## src/rtl/sys_defs.sv

```systemverilog
// Shared system definitions: data widths, memory bus commands and the
// instruction-cache state and tag types.
package sys_defs;

   localparam int XLEN         = 32;
   localparam int ICACHE_LINES = 32;

   typedef enum logic [1:0] {
      BUS_NONE  = 2'd0,
      BUS_LOAD  = 2'd1,
      BUS_STORE = 2'd2
   } MEM_COMMAND;

   typedef enum logic [1:0] {
      IDLE = 2'd0,
      REQ  = 2'd1,
      WAIT = 2'd2
   } ICACHE_STATE;

   // Tag field is sized for the smallest legal cache, so any NUM_LINES fits.
   typedef struct packed {
      logic            valid;
      logic [XLEN-4:0] tag;
   } ICACHE_TAG;

   function automatic logic [XLEN-1:0] line_addr(input logic [XLEN-1:0] addr);
      return {addr[XLEN-1:3], 3'b000};
   endfunction

endpackage

```

## src/rtl/icache_data_array.sv

```systemverilog
// Line storage for the instruction cache: one synchronous write port and a
// combinational read port. Contents are not reset.
module icache_data_array
   import sys_defs::*;
#(
   parameter int NUM_LINES = ICACHE_LINES,
   localparam int IDX_BITS = $clog2(NUM_LINES)
) (
   input  logic                clock,
   input  logic                we,
   input  logic [IDX_BITS-1:0] waddr,
   input  logic [63:0]         wdata,
   input  logic [IDX_BITS-1:0] raddr,
   output logic [63:0]         rdata
);

   logic [63:0] mem [NUM_LINES];

   always_ff @(posedge clock) begin
      if (we) begin
         mem[waddr] <= wdata;
      end
   end

   assign rdata = mem[raddr];

endmodule

```

## src/rtl/icache_dm.sv

```systemverilog
// Direct-mapped read-only instruction cache: zero-latency hits, one
// outstanding tagged line load per miss, fill tracked by tag match.
module icache_dm
   import sys_defs::*;
#(
   parameter int NUM_LINES = ICACHE_LINES
) (
   input  logic             clock,
   input  logic             reset,
   input  logic [XLEN-1:0]  proc2Icache_addr,
   output logic [63:0]      Icache2proc_data,
   output logic             Icache2proc_data_valid,
   output MEM_COMMAND       proc2Imem_command,
   output logic [XLEN-1:0]  proc2Imem_addr,
   input  logic [3:0]       Imem2proc_response,
   input  logic [63:0]      Imem2proc_data,
   input  logic [3:0]       Imem2proc_tag
);

   localparam int IDX_BITS = $clog2(NUM_LINES);
   localparam int TAG_W    = XLEN - 3;

   logic [IDX_BITS-1:0] cur_index;
   logic [TAG_W-1:0]    cur_tag;
   logic [XLEN-1:0]     cur_line;
   logic                hit;

   ICACHE_TAG           tag_mem [NUM_LINES];

   ICACHE_STATE         state, state_next;
   logic [3:0]          pending_tag, pending_tag_next;
   logic [IDX_BITS-1:0] miss_index;
   logic [TAG_W-1:0]    miss_tag;
   logic [XLEN-1:0]     miss_line;
   logic                latch_miss;
   logic                fill;
   MEM_COMMAND          command;

   assign cur_index = proc2Icache_addr[3+IDX_BITS-1:3];
   assign cur_tag   = TAG_W'(proc2Icache_addr >> (3 + IDX_BITS));
   assign cur_line  = line_addr(proc2Icache_addr);

   assign hit = tag_mem[cur_index].valid && (tag_mem[cur_index].tag == cur_tag);

   assign Icache2proc_data_valid = hit;
   assign proc2Imem_command      = command;
   assign proc2Imem_addr         = miss_line;

   always_comb begin
      state_next       = state;
      pending_tag_next = pending_tag;
      latch_miss       = 1'b0;
      fill             = 1'b0;
      command          = BUS_NONE;
      case (state)
         IDLE: begin
            if (!hit) begin
               latch_miss = 1'b1;
               state_next = REQ;
            end
         end
         REQ: begin
            command = BUS_LOAD;
            if (Imem2proc_response != 4'd0) begin
               pending_tag_next = Imem2proc_response;
               state_next       = WAIT;
            end else if (cur_line != miss_line) begin
               // Fetch moved on before the bus took the request: chase the new line.
               if (hit) begin
                  state_next = IDLE;
               end else begin
                  latch_miss = 1'b1;
               end
            end
         end
         WAIT: begin
            if ((Imem2proc_tag != 4'd0) && (Imem2proc_tag == pending_tag)) begin
               fill       = 1'b1;
               state_next = IDLE;
            end
         end
         default: begin
            state_next = IDLE;
         end
      endcase
   end

   always_ff @(posedge clock) begin
      if (reset) begin
         state       <= IDLE;
         pending_tag <= 4'd0;
         miss_index  <= '0;
         miss_tag    <= '0;
         miss_line   <= '0;
      end else begin
         state       <= state_next;
         pending_tag <= pending_tag_next;
         if (latch_miss) begin
            miss_index <= cur_index;
            miss_tag   <= cur_tag;
            miss_line  <= cur_line;
         end
      end
   end

   // Fill takes its tag from the latched miss, never from the live fetch address.
   genvar gi;
   generate
      for (gi = 0; gi < NUM_LINES; gi++) begin : g_tag
         always_ff @(posedge clock) begin
            if (reset) begin
               tag_mem[gi] <= '0;
            end else if (fill && (miss_index == IDX_BITS'(gi))) begin
               tag_mem[gi] <= '{valid: 1'b1, tag: miss_tag};
            end
         end
      end
   endgenerate

   icache_data_array #(
      .NUM_LINES (NUM_LINES)
   ) u_data (
      .clock (clock),
      .we    (fill),
      .waddr (miss_index),
      .wdata (Imem2proc_data),
      .raddr (cur_index),
      .rdata (Icache2proc_data)
   );

endmodule

```

## config.mk

```make
export PLATFORM = sky130hd
export DESIGN_NAME = icache_dm
export DESIGN_NICKNAME = d
export VERILOG_FILES = /design/src/rtl/sys_defs.sv /design/src/rtl/icache_data_array.sv /design/src/rtl/icache_dm.sv
export SDC_FILE = /design/constraint.sdc
export NUM_CORES = 2
export LEC_CHECK = 0
export CAP_MARGIN = 20
export CORE_AREA = 3 3 662 664
export CTS_BUF_LIST = sky130_fd_sc_hd__clkbuf_8
export DETAILED_ROUTE_END_ITERATION = 16
export DIE_AREA = 0 0 665 667
export SLEW_MARGIN = 20
export SYNTH_ARGS = -nofsm -noshare
export SYNTH_HDL_FRONTEND = slang
export SYNTH_SLANG_ARGS = --single-unit
```

## constraint.sdc

```tcl
create_clock -name clock -period 11.5 [get_ports clock]
set_input_delay 1.15 -clock clock [delete_from_list [all_inputs] [get_ports clock]]
set_output_delay 1.15 -clock clock [all_outputs]
set_load 0.01 [all_outputs]
```

==> out/results.ini <==
[status]
outcome=finished, final reports clean

[placement]
gp_congestion=0.826
postPlaceCellArea_um2=126000
post-place-cells=11500
port_buffers=197
place_hpwl_mm=175

[worst_setup_path]
criticalPathCategory=primary input to output pin
cp_max_fo=75
start_kind=primary input
arrival_ns=6.31
crit_required_ns=10.35
crit_path_end_kind=output pin

[detailed_routing]
remaining_drc_errors=0
drt_iter0_drc=7205
drt_pre_antenna_iters=5
vias=60100
vias_per_cell=4.88
wl_mm=345
wl_per_cell_um=28.0
ant_nets=0

[min_path]
min_path_type=flip-flop to flip-flop

[final_layout]
finalNetCount=6327
layout_commonest_cell=edfxtp_1
stdcell_area_um2=134000
final_cell_mix=edfxtp_1, mux4_2, and2_1
syn_to_final_growth_pct=15.1
drive_gt1_share_pct=24.9
finalNonFillerCells=12300

[cts]
ctsHoldBuffers=0
cts_made_buffers=455
ctsHtreeMaxLevel=5
cts_tree=done
cts_setup_buffers=0
clk_pin_slew_ns=0.06
root_buffer=clkbuf_8
cts_num_sinks=2883
cts_resized=0
clock_path_buffers=4
clock_latency_ns=1.15

[pwr]
power.density_nw_per_um2=158
combPwrFrac_pct=6.6
max-vdd-ir-drop_mv=0.134
netSwitchingFraction_pct=23.7
switchingPower_mw=5.03
clockPowerShare_pct=38.4
seqPwrFrac_pct=55.0
p_leak_nw=43.6
internal-power_mw=16.2

[yosys]
yosysTopAreaCell=edfxtp_1
ys_types=68
netlist_area_um2=117000
netlist_instances=5793
yosysSeqAreaShare_pct=73.9
synth_area_leaders=edfxtp_1, mux4_2, and2_1
synth_ff_type=edfxtp_1
syn_area_per_cell_um2=20.1
synth_top_area_share_pct=73.3
ys_ff_latch=2883
yosysWarnings=0
synth_edf_count=2847
ys_async_sr_fraction_pct=0

[grt]
antenna_found_initial=56
grt_max_degree=164
grt_pass1_vias=61700
grt_first_pass_wirelength_mm=478
gr-total-overflow=0
grt_usage_pct=15.1

[timing]
finClkSkew_ns=0.167
clock.fmax_mhz=134
hold_violations=0
period_share_pct=64.9
maxSlewViolCount=0
tns_ns=0
report.final.setup_viol=0
fin_crit_ns=7.46
tightest_slew_ns=1.24
rsz0062_at_grt=no
max-slew-margin-rel_pct=16.4

[floorplanning]
die_w_um=665
die_area_um2=444000
die_y_um=667
num_rows=242
top_level_ports=205
initial_utilization_pct=26.9
coreArea_um2=434000

[flow_run]
max_cap_viol_count=0

[synth_stat cells, types with 5 or more instances]
cell and instances:
a211oi_1 7, a21oi_1 16, a221oi_1 7, a22o_1 5
a22oi_1 43, and2_1 773, buf_1 41, buf_2 76
buf_4 28, buf_6 23, clkbuf_1 239, dfxtp_1 36
edfxtp_1 2847, inv_1 6, mux2_2 13, mux2i_1 166
mux4_2 778, nand2_1 234, nand2b_1 70, nand3_1 26
nand4_1 9, nor2_1 60, nor2b_1 15, nor3_1 44
nor4_1 11, o2111ai_1 5, o21ai_0 12, o21ai_1 7
o221ai_1 12, o22ai_1 19, o32ai_1 5, or2_2 34
xnor2_1 23, xor2_1 41
[area by class of cell]
type / instances / area, µm²
flip-flops and latches: 2883 / 86200
clock buffers: 465 / 6400
fillers: 41700 / 299000
diodes: 8 / 20.0
multi-input cells: 2495 / 28900
clock inverters: 345 / 1940
inverters: 11 / 58.8
well taps: 5734 / 7170
repair buffers: 375 / 3450
[routing by layer]
layer	vias up	global-route usage [%]	wire (µm)
met3	680	3.08	29200
li1	24200	-	-
met2	2890	25.3	168000
met1	32300	19.4	135000
met4	24	5.25	12200
met5	-	0	168
[state kept, by name, indices dropped and copies added, names as in the netlist]
| signal | count |
|---|---|
| u_data.mem | 2048 |
| tag_mem | 800 |
| proc2Imem_addr | 25 |
| miss_index | 4 |
| pending_tag | 4 |
| state | 2 |
[worst paths after layout]
path | depth (start not counted) | start | slack (ns) | endpoint
hold / removal | 2 | tag_mem[16][24] | 0.48 | tag_mem[16][24]
setup / recovery | 9 | proc2Icache_addr[4] | 4.04 | Icache2proc_data[26]
hold reg to reg | 2 | tag_mem[16][24] | 0.48 | tag_mem[16][24]
setup reg to reg | 10 | tag_mem[31][3] | 6.82 | proc2Imem_addr[28]
[critical path: stages]
cell             delay (ns)
buf_8                  0.47
buf_4                  0.83
buf_4                  0.93
buf_4                  0.98
mux4_2                 0.42
mux4_2                 0.47
nand2_1                0.09
nand2_1                0.18
clkdlybuf4s50_1        0.54
[power groups by stage]
stage | Sequential [mW] | Clock (mW) | Combinational (mW)
finish | 11.7 | 8.15 | 1.40
detailed placement | 11.9 | 0 | 1.40
floorplan | 11.9 | 0 | 0.761
global route | 11.7 | 8.80 | 1.48
global placement | 11.9 | 0 | 1.38
CTS | 11.7 | 8.34 | 1.41
[cells by family after synthesis]
family                    Yosys count  share of synthesized area [%]
buffers and inverters             418                           1.66
and+or+nand+nor                  1291                           6.23
other                               1                        0.00321
AOI/OAI and AO/OA                 177                           1.12
muxes                             959                           16.6
DFF                              2883                           73.9
xor gates and xnor gates           64                          0.481
[metrics by stage]
| step | power (mW) | setup slack (ns) | util, % | hold WS (ns) |
|---|---|---|---|---|
| floorplan | 12.7 | 5.55 | - | 0.423 |
| global placement | 13.3 | 3.89 | 29.0 | 0.452 |
| detailed placement | 13.3 | 3.90 | 29.0 | 0.459 |
| CTS | 21.4 | 3.91 | 30.9 | 0.470 |
| global route | 22.0 | 3.73 | 30.9 | 0.488 |
| finish | 21.2 | 4.04 | 31.0 | 0.479 |
Power figures use the tool's default switching activity.
